## src/rtl/bids22_pkg.sv

```systemverilog
// Shared types and constants for the bids22 controller-side sequencer.
//   op_e      : 4-bit auctioneer controller opcodes (NoOp..BidCharge)
//   winner_e  : encoding of the reported round winner
//   Fault*    : fault codes raised by the sequencer itself
//   state_e   : sequencer FSM states
//   load_op   : opcode issued at a given step of the LOAD phase
package bids22_pkg;

  typedef enum logic [3:0] {
    OpNoOp      = 4'd0,
    OpUnlock    = 4'd1,
    OpLock      = 4'd2,
    OpLoadX     = 4'd3,
    OpLoadY     = 4'd4,
    OpLoadZ     = 4'd5,
    OpSetMask   = 4'd6,
    OpSetTimer  = 4'd7,
    OpBidCharge = 4'd8
  } op_e;

  typedef enum logic [1:0] {
    WinNone = 2'd0,
    WinX    = 2'd1,
    WinY    = 2'd2,
    WinZ    = 2'd3
  } winner_e;

  localparam logic [2:0] FaultReadyLost = 3'b110;
  localparam logic [2:0] FaultRoTimeout = 3'b111;

  // Step value at which the last LOAD opcode (BidCharge) is on the bus.
  localparam logic [2:0] LoadLastStep = 3'd6;

  typedef enum logic [3:0] {
    StIdle,
    StLoad,
    StLock,
    StRun,
    StWaitRo,
    StGap,
    StUnlock,
    StDone,
    StFault
  } state_e;

  function automatic op_e load_op(input logic [2:0] step);
    op_e op;
    case (step)
      3'd0:    op = OpLoadX;
      3'd1:    op = OpLoadY;
      3'd2:    op = OpLoadZ;
      3'd3:    op = OpSetMask;
      3'd4:    op = OpSetTimer;
      default: op = OpBidCharge;
    endcase
    return op;
  endfunction

endpackage

```

## src/rtl/bids22_ctrl_cnt.sv

```systemverilog
// Loadable down-counter with zero / last flags.
//   clk, reset_n : clock, asynchronous active-low reset
//   load         : load load_val (a value of 0 is loaded as 1)
//   load_val     : value to load
//   dec          : decrement by one, stops at 0 (no wrap)
//   count        : current value
//   zero         : count == 0
//   last         : count == 1, i.e. this is the final counted cycle
module bids22_ctrl_cnt #(
  parameter int unsigned W = 16
) (
  input  logic         clk,
  input  logic         reset_n,
  input  logic         load,
  input  logic [W-1:0] load_val,
  input  logic         dec,
  output logic [W-1:0] count,
  output logic         zero,
  output logic         last
);

  logic [W-1:0] count_q;

  always_ff @(posedge clk or negedge reset_n) begin
    if (!reset_n) begin
      count_q <= '0;
    end else if (load) begin
      count_q <= (load_val == '0) ? W'(1) : load_val;
    end else if (dec && (count_q != '0)) begin
      count_q <= count_q - W'(1);
    end
  end

  assign count = count_q;
  assign zero  = (count_q == '0);
  assign last  = (count_q == W'(1));

endmodule

```

## src/rtl/bids22_ctrl.sv

```systemverilog
// Controller-side sequencer for the bids22 auctioneer.
// Accepts one auction configuration per cfg_valid/cfg_ready handshake, then issues the
// LoadX/LoadY/LoadZ/SetXYZmask/SetTimer/BidCharge opcodes, locks with the key, runs
// cfg_rounds bidding rounds (C_start high for cfg_round_len cycles each), reports each
// round's result on res_*, unlocks and pulses done. Faults stop the sequence and are
// reported on the sticky fault output until the next accepted configuration.
//   cfg_*               : configuration handshake and values from the host
//   ready, err          : auctioneer status, checked while the sequence runs
//   roundOver, maxBid,
//   X_win, Y_win, Z_win : auctioneer round result
//   C_op, C_data,
//   C_start             : registered controller interface to the auctioneer
//   res_*               : per-round result, valid during the res_valid pulse
//   done, fault         : completion pulse, sticky fault code
module bids22_ctrl
  import bids22_pkg::*;
#(
  parameter int unsigned RO_TIMEOUT = 16,
  parameter int unsigned DATA_W     = 32
) (
  input  logic              clk,
  input  logic              reset_n,
  input  logic              cfg_valid,
  output logic              cfg_ready,
  input  logic [DATA_W-1:0] cfg_x_value,
  input  logic [DATA_W-1:0] cfg_y_value,
  input  logic [DATA_W-1:0] cfg_z_value,
  input  logic [2:0]        cfg_mask,
  input  logic [DATA_W-1:0] cfg_timer,
  input  logic [DATA_W-1:0] cfg_cost,
  input  logic [DATA_W-1:0] cfg_key,
  input  logic [15:0]       cfg_round_len,
  input  logic [7:0]        cfg_rounds,
  input  logic              ready,
  input  logic [2:0]        err,
  input  logic              roundOver,
  input  logic [DATA_W-1:0] maxBid,
  input  logic              X_win,
  input  logic              Y_win,
  input  logic              Z_win,
  output logic [3:0]        C_op,
  output logic [DATA_W-1:0] C_data,
  output logic              C_start,
  output logic              res_valid,
  output logic [1:0]        res_winner,
  output logic [DATA_W-1:0] res_maxBid,
  output logic [7:0]        res_round,
  output logic              done,
  output logic [2:0]        fault
);

  // Latched configuration
  logic [DATA_W-1:0] x_q, y_q, z_q, timer_q, cost_q, key_q;
  logic [2:0]        mask_q;
  logic [15:0]       round_len_q;
  logic [7:0]        rounds_q;

  state_e            state_q, state_d;
  logic [2:0]        step_q, step_d;
  logic [7:0]        round_q, round_d;
  op_e               c_op_q, c_op_d;
  logic [DATA_W-1:0] c_data_q, c_data_d;
  logic              c_start_q, c_start_d;
  logic              res_valid_q, res_valid_d;
  winner_e           res_winner_q, res_winner_d;
  logic [DATA_W-1:0] res_max_bid_q, res_max_bid_d;
  logic [7:0]        res_round_q, res_round_d;
  logic              done_q, done_d;
  logic [2:0]        fault_q, fault_d;
  logic              idle_q;

  logic              accept;
  logic              run_load, to_load;
  logic              run_zero, run_last, to_zero, to_last;
  logic [15:0]       run_count, to_count;
  logic [7:0]        rounds_eff;
  logic              more_rounds;
  logic [DATA_W-1:0] load_data;

  // Registered idle flag gated by the live ready input; 0 throughout reset.
  assign cfg_ready = idle_q && ready;
  assign accept    = cfg_valid && cfg_ready;

  assign rounds_eff  = (rounds_q == 8'd0) ? 8'd1 : rounds_q;
  assign more_rounds = ({1'b0, round_q} + 9'd1) < {1'b0, rounds_eff};

  always_comb begin
    load_data = cost_q;
    case (step_q)
      3'd0:    load_data = x_q;
      3'd1:    load_data = y_q;
      3'd2:    load_data = z_q;
      3'd3:    load_data = DATA_W'(mask_q);
      3'd4:    load_data = timer_q;
      default: load_data = cost_q;
    endcase
  end

  bids22_ctrl_cnt #(
    .W(16)
  ) u_run_cnt (
    .clk     (clk),
    .reset_n (reset_n),
    .load    (run_load),
    .load_val(round_len_q),
    .dec     (state_q == StRun),
    .count   (run_count),
    .zero    (run_zero),
    .last    (run_last)
  );

  bids22_ctrl_cnt #(
    .W(16)
  ) u_to_cnt (
    .clk     (clk),
    .reset_n (reset_n),
    .load    (to_load),
    .load_val(16'(RO_TIMEOUT)),
    .dec     (state_q == StWaitRo),
    .count   (to_count),
    .zero    (to_zero),
    .last    (to_last)
  );

  always_comb begin
    state_d       = state_q;
    step_d        = step_q;
    round_d       = round_q;
    c_op_d        = OpNoOp;
    c_data_d      = '0;
    c_start_d     = 1'b0;
    res_valid_d   = 1'b0;
    res_winner_d  = res_winner_q;
    res_max_bid_d = res_max_bid_q;
    res_round_d   = res_round_q;
    done_d        = 1'b0;
    fault_d       = fault_q;
    run_load      = 1'b0;
    to_load       = 1'b0;

    case (state_q)
      StIdle: begin
        if (accept) begin
          state_d = StLoad;
          step_d  = 3'd0;
          round_d = 8'd0;
          fault_d = 3'b000;
        end
      end
      StLoad: begin
        // step_q==0 is the cycle before the first op reaches the bus.
        if ((step_q != 3'd0) && (err != 3'b000)) begin
          state_d = StFault;
          fault_d = err;
        end else if (step_q == LoadLastStep) begin
          state_d  = StLock;
          c_op_d   = OpLock;
          c_data_d = key_q;
        end else begin
          c_op_d   = load_op(step_q);
          c_data_d = load_data;
          step_d   = step_q + 3'd1;
        end
      end
      StLock: begin
        if (err != 3'b000) begin
          state_d = StFault;
          fault_d = err;
        end else begin
          state_d   = StRun;
          c_start_d = 1'b1;
          run_load  = 1'b1;
        end
      end
      StRun: begin
        if (run_last || run_zero) begin
          state_d = StWaitRo;
          to_load = 1'b1;
        end else begin
          c_start_d = 1'b1;
        end
      end
      StWaitRo: begin
        if (roundOver) begin
          state_d     = StGap;
          res_valid_d = 1'b1;
          res_round_d = round_q;
          if (X_win) begin
            res_winner_d  = WinX;
            res_max_bid_d = maxBid;
          end else if (Y_win) begin
            res_winner_d  = WinY;
            res_max_bid_d = maxBid;
          end else if (Z_win) begin
            res_winner_d  = WinZ;
            res_max_bid_d = maxBid;
          end else begin
            res_winner_d  = WinNone;
            res_max_bid_d = '0;
          end
        end else if (to_last || to_zero) begin
          state_d = StFault;
          fault_d = FaultRoTimeout;
        end
      end
      StGap: begin
        if (more_rounds) begin
          round_d   = (round_q == 8'hFF) ? round_q : round_q + 8'd1;
          state_d   = StRun;
          c_start_d = 1'b1;
          run_load  = 1'b1;
        end else begin
          state_d  = StUnlock;
          c_op_d   = OpUnlock;
          c_data_d = key_q;
        end
      end
      StUnlock: begin
        if (err != 3'b000) begin
          state_d = StFault;
          fault_d = err;
        end else begin
          state_d = StDone;
          done_d  = 1'b1;
        end
      end
      StDone:  state_d = StIdle;
      StFault: state_d = StIdle;
      default: state_d = StIdle;
    endcase

    // Losing the auctioneer anywhere in the sequence overrides everything above.
    if ((state_q != StIdle) && (state_q != StFault) && !ready) begin
      state_d   = StFault;
      fault_d   = FaultReadyLost;
      c_op_d    = OpNoOp;
      c_data_d  = '0;
      c_start_d = 1'b0;
      done_d    = 1'b0;
      run_load  = 1'b0;
      to_load   = 1'b0;
    end
  end

  always_ff @(posedge clk or negedge reset_n) begin
    if (!reset_n) begin
      state_q       <= StIdle;
      step_q        <= 3'd0;
      round_q       <= 8'd0;
      c_op_q        <= OpNoOp;
      c_data_q      <= '0;
      c_start_q     <= 1'b0;
      res_valid_q   <= 1'b0;
      res_winner_q  <= WinNone;
      res_max_bid_q <= '0;
      res_round_q   <= 8'd0;
      done_q        <= 1'b0;
      fault_q       <= 3'b000;
      idle_q        <= 1'b0;
    end else begin
      state_q       <= state_d;
      step_q        <= step_d;
      round_q       <= round_d;
      c_op_q        <= c_op_d;
      c_data_q      <= c_data_d;
      c_start_q     <= c_start_d;
      res_valid_q   <= res_valid_d;
      res_winner_q  <= res_winner_d;
      res_max_bid_q <= res_max_bid_d;
      res_round_q   <= res_round_d;
      done_q        <= done_d;
      fault_q       <= fault_d;
      idle_q        <= (state_d == StIdle);
    end
  end

  always_ff @(posedge clk or negedge reset_n) begin
    if (!reset_n) begin
      x_q         <= '0;
      y_q         <= '0;
      z_q         <= '0;
      mask_q      <= 3'b000;
      timer_q     <= '0;
      cost_q      <= '0;
      key_q       <= '0;
      round_len_q <= 16'd0;
      rounds_q    <= 8'd0;
    end else if (accept) begin
      x_q         <= cfg_x_value;
      y_q         <= cfg_y_value;
      z_q         <= cfg_z_value;
      mask_q      <= cfg_mask;
      timer_q     <= cfg_timer;
      cost_q      <= cfg_cost;
      key_q       <= cfg_key;
      round_len_q <= cfg_round_len;
      rounds_q    <= cfg_rounds;
    end
  end

  assign C_op       = c_op_q;
  assign C_data     = c_data_q;
  assign C_start    = c_start_q;
  assign res_valid  = res_valid_q;
  assign res_winner = res_winner_q;
  assign res_maxBid = res_max_bid_q;
  assign res_round  = res_round_q;
  assign done       = done_q;
  assign fault      = fault_q;

endmodule

```

## config.mk

```make
export PLATFORM = sky130hd
export DESIGN_NAME = bids22_ctrl
export DESIGN_NICKNAME = d
export VERILOG_FILES = /design/src/rtl/bids22_pkg.sv /design/src/rtl/bids22_ctrl_cnt.sv /design/src/rtl/bids22_ctrl.sv
export SDC_FILE = /design/constraint.sdc
export NUM_CORES = 1
export LEC_CHECK = 0
export CAP_MARGIN = 20
export CORE_MARGIN = 2
export CORE_UTILIZATION = 55
export CTS_CLUSTER_DIAMETER = 80
export DETAILED_ROUTE_END_ITERATION = 10
export PLACE_DENSITY = 0.91
export REMOVE_ABC_BUFFERS = 1
export SLEW_MARGIN = 20
export SYNTH_ARGS = -nofsm -noshare
export SYNTH_HDL_FRONTEND = slang
export SYNTH_SLANG_ARGS = --single-unit
```

## constraint.sdc

```tcl
create_clock -name clk -period 5.51 [get_ports clk]
set_input_delay 1.102 -clock clk [delete_from_list [all_inputs] [get_ports clk]]
set_output_delay 1.102 -clock clk [all_outputs]
set_load 0.1 [all_outputs]
```

# Yosys cells after proc, flatten, opt, wreduce, memory -nomap -nowiden
# Index checks and enable logic that the tools add are counted.
# word_totals
register_bits	351
input_bits	262
output_inout_bits	85
word_cells	150
# op_classes
add_sub_neg	5
n_lt_le_gt_ge	1
n_eq_ne	25
mux	63
n_reduce_logical	32
# ops
op	n
$mux W32	7
$pmux W32 S5	1
$mux W16	5
$pmux W32 S2	1
$logic_not A16 Y1	3
$mux W4	12
$eq A16 B1 Y1 const B	2
$mux W8	4
$reduce_bool A16 Y1	2
$sub A16 B1 Y16 const B	2
$pmux W4 S7	1
$mux W3	9
$pmux W4 S5	1
$pmux W8 S2	1
$mux W1	13
$eq A4 B3 Y1 const B	3
$ne A3 B3 Y1 const B	4
$pmux W3 S4	1
$ne A2 B2 Y1 const B	5
$add A8 B1 Y9 const B	1
$lt A9 B8 Y1	1
$add A8 B1 Y8 const B	1
$eq A4 B2 Y1 const B	2
$eq A8 B8 Y1 const B	1
other kinds (26)	43

# Logic depth before layout (Yosys ltp)
# depth
ltp_word	7
depth_mapped	13
ltp_nobuf	10

# Hierarchy
# Synthesis repeated with hierarchy kept, for this count alone.
# unflattened
cells_unflattened	1779
area_unflattened_um2	16121.7
# modules_own_cells
module	n_inst	cells_each	area_each_um2	seq_area_each_um2
bids22_ctrl	1	1521	13899.6	7982.7
bids22_ctrl_cnt (u_run_cnt)	1	131	1113.6	400.4
bids22_ctrl_cnt (u_to_cnt)	1	127	1108.6	400.4

# Least setup slack after synthesis
# No wires, ideal clock.
# synth_timing
kind	input to output
from	input ready
to	output cfg_ready
arrival_ns	2.100
t_required_ns	4.408
slack_ns	2.308
path_stages	2
n_path_buf	1
path_cell_list	clkbuf_1 > and2_1
# synth_between
elab_chain_cells	1
# synth_rtl
element	line_no	text
start: declaration	bids22_ctrl.sv:34	input logic ready,
$logic_and A1 B1 Y1	bids22_ctrl.sv:81	assign cfg_ready = idle_q && ready;
end: declaration	bids22_ctrl.sv:24	output logic cfg_ready,
# No other way between the ends.

# Worst setup path in the final report
# Ends and elaborated chain as after synthesis.

==> flow_summary.toml <==
[status]
outcome = "finished clean"

[yosys]
yosysTopAreaCellShare = 0.568
ys_seq_area_frac = 0.568
synth_area_per_cell_sq_um = 9.03
ys_dominant_reg_cell = "dfrtp_1"
async_reset_ff_frac = 1.00
synth_area_leaders = "dfrtp_1, nand2_1, clkbuf_1"
ys_types = 66
yosysTopAreaCell = "dfrtp_1"
synth_warnings = 0
syn-instance-count = 1712
synth-edff-count = 0
synth_area_sq_mm = 0.0155
synth_seq_cells = 351

[timing]
fin_crit_sh = 0.770
post-route-min-period_ns = 4.24
rsz0062_at_grt = "false"
skew_ns = 0.0123
fin_hold_ws_ns = 0.471
finalSetupViolations = 0
fmax_mhz = 236
maxSlewHeadroom = 0.259
worst_pin_slew_ns = 1.11
hold_viol_final = 0
final_max_slew_viol_count = 0

[floorplan]
die_w_um = 172
rows = 61
coreArea_sq_mm = 0.0277
io_pins = 347
initial_core_util = 0.558
dieArea_sq_mm = 0.0295
die_y_um = 172

[place]
dp.cells = 2345
place.gp.congestion = 0.934
hpwl_mm = 29.3
io_buffer_count = 346

[setup_path]
crit_family = "buffers and inverters"
arrival_ns = 3.14
startpoint_type = "primary input"
crit_path_frequent_cell = "clkdlybuf4s50_1"
slowest_delay_ns = 1.12
crit_path_end_kind = "output port"
cp_slowest_cell = "clkdlybuf4s50_1"
required_ns = 4.41
path_max_fanout = 9
path_class = "primary input to output port"
cp_cell_sequence = "clkdlybuf4s50_1 > and2_1 > clkdlybuf4s50_1"
crit_buf_inv = 2

[clock_network]
worstSkewPairLatency_ns = 0.52
max-clock-path-buffers = 3
h-tree-depth = 2
hold_buffers = 0
cts_tree = "yes"
cts.reportedPaths.clkPinSlew_ns = 0.06
cts_root_buffer = "clkbuf_16"
cts_sinks = 351
cts_made_buffers = 38
ctsResizeCount = 0
cts_setup_buffers = 0

[cells_and_area]
drive_gt1_frac = 0.0659
fin_nets = 2287
post-route-util = 0.742
fin_cells = 2414
fillers = 1840
synthToLayoutAreaGrowth_pct = 33.0

[global_routing]
gr-total-overflow = 0
grt_pass1_wl_mm = 69.5
grt_max_degree = 144
track_usage = 0.302
grt_pass1_vias = 13800
antenna_found_initial = 3

[hold_path]
hp-class = "register to register"

[pwr]
p_leak_uw = 0.00990
p_per_area_mw_per_mm2 = 425
irDropWorstVdd_v = 0.000244
total_power_uw = 8750

[detailed_routing]
finalWirelength_mm = 45.1
dr_total_vias = 13800
postRouteAntennaNets = 0
avgViaCountPerCell = 5.70
drt_iter0_drc = 1485
avgRoutedWirePerCell_um = 18.7
first_pass_iters = 5
drcViolationCount = 0

[run]
drv_cap = 0
worst register-to-register path: stages, from the launching register on:
cell and delay, ns:
dfrtp_1 0.51, ha_1 0.32, nand2_1 0.10, xnor2_1 0.25, ha_1 0.29, a21o_1 0.19
a221oi_1 0.41, nand3_1 0.21, o21ai_2 0.58, and2_1 0.67, mux2_2 0.41
layer usage:
| metal | vias up | routed length, um | GRT usage |
|---|---|---|---|
| met1 | 6652 | 17100 | 0.377 |
| met3 | 138 | 4360 | 0.0762 |
| li1 | 6254 | - | - |
| met5 | - | 13 | 0 |
| met2 | 716 | 21600 | 0.495 |
| met4 | 2 | 1990 | 0.139 |
final timing paths:
kind                       slack (ns)                              end                   start  depth (start not counted)
setup / recovery                 1.27                        cfg_ready                   ready                          3
min in group asynchronous        0.53   u_run_cnt.count[5]$_DFFE_PN0P_                 reset_n                          1
setup reg to reg                 1.44  u_run_cnt.count[12]$_DFFE_PN0P_  round_q[0]$_DFFE_PN0P_                         10
hold reg to reg                  0.47              x_q[20]$_DFFE_PN0P_     x_q[20]$_DFFE_PN0P_                          2
max in group asynchronous        3.55          timer_q[13]$_DFFE_PN0P_                 reset_n                          3
hold / removal                   0.47              x_q[20]$_DFFE_PN0P_     x_q[20]$_DFFE_PN0P_                          2
cells in the mapped netlist (9+ instances only):
cell / n
a22oi_1: 27
xnor2_1: 17
a222oi_1: 20
and2_1: 9
dfrtp_1: 351
inv_1: 22
mux2_2: 26
nand2_1: 767
nor3_1: 14
a21o_1: 19
nor4_1: 13
nand3_1: 18
o21ai_0: 58
ha_1: 17
o2bb2ai_1: 15
clkbuf_1: 91
a21oi_1: 54
nor2_1: 41
power by group:
part           internal (uW)  switching (uW)  leakage [uW]
clock network           1710            1040      0.000669
registers               3250             505       0.00447
logic                    857            1400       0.00476
cell families after synthesis:
kind of cell	count (synthesis)	synth area share
muxes	29	0.0210
AOI/OAI and AO/OA	250	0.110
xor gates and xnor gates	24	0.0136
adders and majority gates	17	0.0138
DFF	351	0.568
buffers and inverters	125	0.0310
and+or+nand+nor	916	0.243
final cells by class:
cell class,instances,area [sq um],share of cell area
Timing Repair Buffer,359,3610,0.176
Tap cell,378,473,0.0230
Antenna cell,2,5.00,0.000243
Clock inverter,11,194,0.00943
Clock buffer,55,1170,0.0568
Multi-Input combinational cell,1236,6250,0.304
Sequential cell,351,8780,0.427
Inverter,22,82.6,0.00401
sequential cells by signal (all words and copies together) (netlist names), 8 cells and up:
| register | flops |
|---|---|
| round_q | 8 |
| round_len_q | 16 |
| cost_q | 32 |
| x_q | 32 |
| res_round | 8 |
| res_maxBid | 32 |
| z_q | 32 |
| y_q | 32 |
| u_run_cnt.count | 16 |
| rounds_q | 8 |
| u_to_cnt.count | 16 |
| timer_q | 32 |
| key_q | 32 |
| C_data | 32 |
through the flow:
step	cell area (sq um)	setup slack [ns]	TNS (ns)
after global placement	19200	1.33	0
after global routing	20600	1.14	0
after detailed placement	19200	1.29	0
final	20600	1.27	0
after floorplan	15100	-1.21	-15.67
after CTS	20500	1.29	0
placed cells by master (no fill, tap or decap), types with 9 or more instances in the layout:
cell and n:
nand3_1 17, a22oi_1 27, o2bb2ai_1 15, mux2_2 26
a21oi_1 53, a21o_1 19, ha_1 17, clkbuf_8 9
inv_1 22, nor4_1 13, clkbuf_16 41, nor2_1 41
nand2_1 766, dfrtp_1 350, clkdlybuf4s50_1 345, xnor2_1 17
buf_4 10, o21ai_0 57, and2_1 9, a222oi_1 20
nor3_1 14
Power figures use the tool's default switching activity.
